## config.mk

```make
export PLATFORM = sky130hd
export DESIGN_NAME = tdm_demux_4ch
export DESIGN_NICKNAME = d
export VERILOG_FILES = /design/src/rtl/tdm_demux_4ch.sv
export SDC_FILE = /design/constraint.sdc
export NUM_CORES = 1
export LEC_CHECK = 0
export ABC_AREA = 1
export CELL_PAD_IN_SITES_DETAIL_PLACEMENT = 1
export CELL_PAD_IN_SITES_GLOBAL_PLACEMENT = 1
export CORE_MARGIN = 8
export CORE_UTILIZATION = 39
export DETAILED_ROUTE_END_ITERATION = 6
export HOLD_SLACK_MARGIN = 0.05
export PLACE_DENSITY_LB_ADDON = 0.1
export SYNTH_ARGS = -nofsm -noshare
export SYNTH_HDL_FRONTEND = slang
export SYNTH_SLANG_ARGS = --single-unit
```

## constraint.sdc

```tcl
create_clock -name clk -period 2.1 [get_ports clk]
set_input_delay 0.315 -clock clk [delete_from_list [all_inputs] [get_ports clk]]
set_output_delay 0.315 -clock clk [all_outputs]
set_load 0.01 [all_outputs]
```

## src/rtl/tdm_demux_4ch.sv

```systemverilog
// Receive side of a 4-channel TDM link: deserialises MSB-first W-bit slots,
// steers each finished word to its channel register and tracks frame lock.
module tdm_demux_4ch #(
  parameter int W = 4
) (
  input  logic         clk,
  input  logic         rst_n,
  input  logic         din,
  input  logic         valid,
  input  logic         sync,
  output logic [W-1:0] y0,
  output logic [W-1:0] y1,
  output logic [W-1:0] y2,
  output logic [W-1:0] y3,
  output logic         ch_stb,
  output logic [1:0]   ch_id,
  output logic         frame_done,
  output logic         sync_err,
  output logic         locked
);

  localparam int CW = $clog2(W);
  localparam logic [CW-1:0] CNT_ONE  = CW'(1);
  localparam logic [CW-1:0] CNT_LAST = CW'(W - 1);
  localparam logic [CW-1:0] CNT_ZERO = CW'(0);

  typedef enum logic [0:0] {
    HUNT = 1'b0,
    RECV = 1'b1
  } state_t;

  state_t          state_r;
  logic [CW-1:0]   bit_cnt_r;
  logic [1:0]      slot_r;
  // Only the low W-1 bits of the shifter are ever read back, so that is all we keep.
  logic [W-2:0]    sh_r;
  logic [W-1:0]    y_r [4];
  logic            ch_stb_r;
  logic [1:0]      ch_id_r;
  logic            frame_done_r;
  logic            sync_err_r;
  logic            locked_r;

  logic            boundary_s;
  logic [W-1:0]    word_s;
  logic [W-2:0]    restart_s;

  // Frame-boundary detection and the word formed by the current bit.
  always_comb begin
    boundary_s   = (bit_cnt_r == CNT_ZERO) && (slot_r == 2'd0);
    word_s       = {sh_r, din};
    restart_s    = {(W-1){1'b0}};
    restart_s[0] = din;
  end

  // Lock FSM, slot/bit counters, shifter and channel registers.
  always_ff @(posedge clk or negedge rst_n) begin
    if (!rst_n) begin
      state_r      <= HUNT;
      bit_cnt_r    <= CNT_ZERO;
      slot_r       <= 2'd0;
      sh_r         <= {(W-1){1'b0}};
      for (int k = 0; k < 4; k++) y_r[k] <= {W{1'b0}};
      ch_stb_r     <= 1'b0;
      ch_id_r      <= 2'd0;
      frame_done_r <= 1'b0;
      sync_err_r   <= 1'b0;
      locked_r     <= 1'b0;
    end else begin
      ch_stb_r     <= 1'b0;
      frame_done_r <= 1'b0;
      sync_err_r   <= 1'b0;
      if (valid) begin
        case (state_r)
          HUNT: begin
            if (sync) begin
              state_r   <= RECV;
              locked_r  <= 1'b1;
              sh_r      <= restart_s;
              bit_cnt_r <= CNT_ONE;
              slot_r    <= 2'd0;
            end
          end
          RECV: begin
            if (sync && !boundary_s) begin
              // Early sync: drop the partial frame and restart on this bit.
              sync_err_r <= 1'b1;
              sh_r       <= restart_s;
              bit_cnt_r  <= CNT_ONE;
              slot_r     <= 2'd0;
            end else if (!sync && boundary_s) begin
              sync_err_r <= 1'b1;
              state_r    <= HUNT;
              locked_r   <= 1'b0;
            end else begin
              sh_r <= word_s[W-2:0];
              if (bit_cnt_r == CNT_LAST) begin
                y_r[slot_r]  <= word_s;
                ch_stb_r     <= 1'b1;
                ch_id_r      <= slot_r;
                frame_done_r <= (slot_r == 2'd3);
                bit_cnt_r    <= CNT_ZERO;
                slot_r       <= slot_r + 2'd1;
              end else begin
                bit_cnt_r <= bit_cnt_r + CNT_ONE;
              end
            end
          end
          default: begin
            state_r  <= HUNT;
            locked_r <= 1'b0;
          end
        endcase
      end
    end
  end

  assign y0         = y_r[0];
  assign y1         = y_r[1];
  assign y2         = y_r[2];
  assign y3         = y_r[3];
  assign ch_stb     = ch_stb_r;
  assign ch_id      = ch_id_r;
  assign frame_done = frame_done_r;
  assign sync_err   = sync_err_r;
  assign locked     = locked_r;

endmodule

```

==> results.toml, run 1 <==
[cells_and_area]
fin_cells = 240
register_area_um2 = 751
nNetsFinal = 205
fill_cells = 438
drive_gt1_share_pct = 9.90
design_area_um2 = 1880
antenna_cells = 0
multi_input_area_um2 = 622
layout-area-overhead-vs-synth_pct = 28.3

[critical_path]
r2r_start = "slot_r[0]"
crit_required_ps = 2270
crit_fanout = 20
worst_r2r_endpoint = "y0[2]"
reg2reg_slack_ps = 270
cp.arrival_ps = 2000
worstSetupStartpointType = "register"
reg2regPathDepth = 9
criticalPathCategory = "reg -> reg"
cp-end-kind = "register"

[global_routing]
grt_start_max_net_pins = 31
track_usage_pct = 12.8
grt_pass1_vias = 1244
antenna_found_initial = 0
grt_pass1_wl_mm = 6.16
grt-ovfl-total = 0

[power_and_ir_drop]
leakage_nw = 0.932
ir_drop_mv = 0.621
powerDensity_nw_per_um2 = 1330
total_power_mw = 2.50

[drt]
viasPerCell = 4.95
drc = 0
first_pass_iters = 6
vias = 1189
first_iter_violations = 54
final_antenna_net_count = 0
wl_per_cell_um = 14.6
wl_mm = 3.51

[timing]
fin_ws_ps = 269
slew_viol_final = 0
max_slew.worst_pin.slew_ps = 380
hold_viol_final = 0
setup_tns_ps = 0
post-route-period-util_pct = 87.2
fin_skew_ps = 1.50
rsz0062_at_grt = "no"
slew_headroom_pct = 74.7
finalSetupViolCount = 0
period_needed_ps = 1830
fmax_mhz = 546

[hold_path]
hold_class = "in -> async"

[clock_tree]
cts_resized = 0
cts_tree = "done"
htreeDepth = 2
clock-sinks = 30
clockBufferDepth = 2
clkTransAtPathRegs_ps = 60
clkLatencyLatePin_ps = 280
cts_hold_buffers = 0
post_cts.repair.setup_buffers = 0
cts_root_buf = "clkbuf_8"
cts_made_buffers = 5

[floorplanning]
start_util_pct = 40.3
die_x_um = 77.3
num_rows = 22
die_y_um = 77.3
dieArea_um2 = 5970
io-pin-count = 27
core-area_um2 = 3630

[synthesis]
synth_area_per_cell_um2 = 9.27
syn-num-nets = 172
yosysWarningCount = 0
ys_seq_area_share_pct = 51.2
ys_types = 19
yosys_register_bits = 30
synth_cells = 158
mappedNetlistArea_um2 = 1470

[flow_run]
maxCapViolCount = 0

[placement]
place_inst = 232
dpl-instance-area_um2 = 1790
dpl.hpwl_mm = 2.70
dp_slack_ps = 275
io_buffers = 26
place_congestion = 0.792

[status]
status = "completed"
[cell families (layout without fill, tap and decap cells)]
family	count (synthesis)	in the layout	share of synthesized area, %
AND/OR/NAND/NOR	92	92	31.7
flip-flops	30	30	51.2
buffers and inverters	18	52	6.32
adder cells (fa/ha/maj)	9	9	7.69
AO/OA/AOI/OAI	9	9	3.07
[registers in the layout, indices dropped and copies added, names as in the netlist]
signal	flops
y0	4
y1	4
y2	4
y3	4
sh_r	3
bit_cnt_r	2
ch_id	2
slot_r	2
ch_stb	1
frame_done	1
locked	1
state_r	1
sync_err	1
[cell usage in the layout, fill, tap and decap left out, types with 2 or more instances in the layout]
cell             count
nand2_1             55
clkdlybuf4s50_1     26
nand2_2              2
nor2_1               4
nand3_1              9
dfrtp_1             30
nand4_1             16
inv_1               14
clkbuf_8             6
o21ai_0              7
ha_1                 9
nand3_4              3
buf_4                3
[cell usage after synthesis]
master    number  area (um^2)
nand2_1       55          206
o21ai_0        7         35.0
clkbuf_1       1         3.75
nand3_4        3         52.6
nand2_4        1         11.3
buf_2          1         5.00
o21ai_1        1         5.00
a21oi_1        1         5.00
nor2_4         1         11.3
nand2_2        2         12.5
inv_1         14         52.6
nand4_1       16          100
ha_1           9          113
dfrtp_1       30          751
buf_6          1         11.3
buf_12         1         20.0
nand3_1        9         45.0
nor2_1         4         15.0
nor3_2         1         10.0
[report_power, final]
part	internal (mW)	switching [mW]	leakage, nW
sequential	0.773	0.160	0.398
combinational	0.476	0.607	0.486
clock	0.264	0.216	0.0482
total	1.51	0.983	0.932
[stage by stage]
| step | hold slack (ps) | util, % |
|---|---|---|
| after CTS | 433 | 51.7 |
| after global placement | 456 | 49.2 |
| after global routing | 445 | 51.7 |
| after floorplan | 19.4 | - |
| final | 418 | 51.7 |
| after detailed placement | 462 | 49.2 |
[worst max path at each step]
stage / start / to / cells after the start
2_1_floorplan: slot_r[0] / y3[0] / 9
3_3_place_gp: sync / y2[3] / 7
3_5_place_dp: sync / y0[2] / 7
4_1_cts: slot_r[0] / y0[2] / 9
5_1_grt: slot_r[0] / slot_r[0] / 8
6_report: slot_r[0] / y0[2] / 9
[critical path: stages, from the launching register on]
cell	delay (ps)
dfrtp_1	440
inv_1	110
ha_1	230
nand2_1	100
inv_1	60
ha_1	360
buf_12	180
nand3_4	90
nand2_1	90
nand2_1	60
[area by class of cell]
cell class / instances / share of cell area, %
multi-input cells: 110 / 33.1
flip-flops and latches: 30 / 39.9
clock buffers: 7 / 4.59
clock inverters: 1 / 0.266
inverters: 14 / 2.80
well taps: 48 / 3.20
repair buffers: 30 / 16.1
[metal layers]
metal	GRT usage [%]	part of all wire, %
met5	0	0
met2	20.5	48
met3	5.01	5.0
met1	15.0	46
met4	5.09	1.6
(Power assumes the default switching activity.)
==> inputs of run 2 (changes only) <==
--- a/config.mk
+++ b/config.mk
@@ -13,6 +13,7 @@
 export DETAILED_ROUTE_END_ITERATION = 6
 export HOLD_SLACK_MARGIN = 0.05
 export PLACE_DENSITY_LB_ADDON = 0.1
+export SKIP_CTS_REPAIR_TIMING = 1
 export SYNTH_ARGS = -nofsm -noshare
 export SYNTH_HDL_FRONTEND = slang
 export SYNTH_SLANG_ARGS = --single-unit
==> results of run 2 <==
Final layout, timing and power as in run 1 (identical DEF).
==> inputs of run 3 (changes only) <==
--- a/config.mk
+++ b/config.mk
@@ -10,6 +10,7 @@
 export CELL_PAD_IN_SITES_GLOBAL_PLACEMENT = 1
 export CORE_MARGIN = 8
 export CORE_UTILIZATION = 39
+export CTS_CLUSTER_SIZE = 28
 export DETAILED_ROUTE_END_ITERATION = 6
 export HOLD_SLACK_MARGIN = 0.05
 export PLACE_DENSITY_LB_ADDON = 0.1
==> results of run 3 <==
Final layout, timing and power as in run 1 (identical DEF).
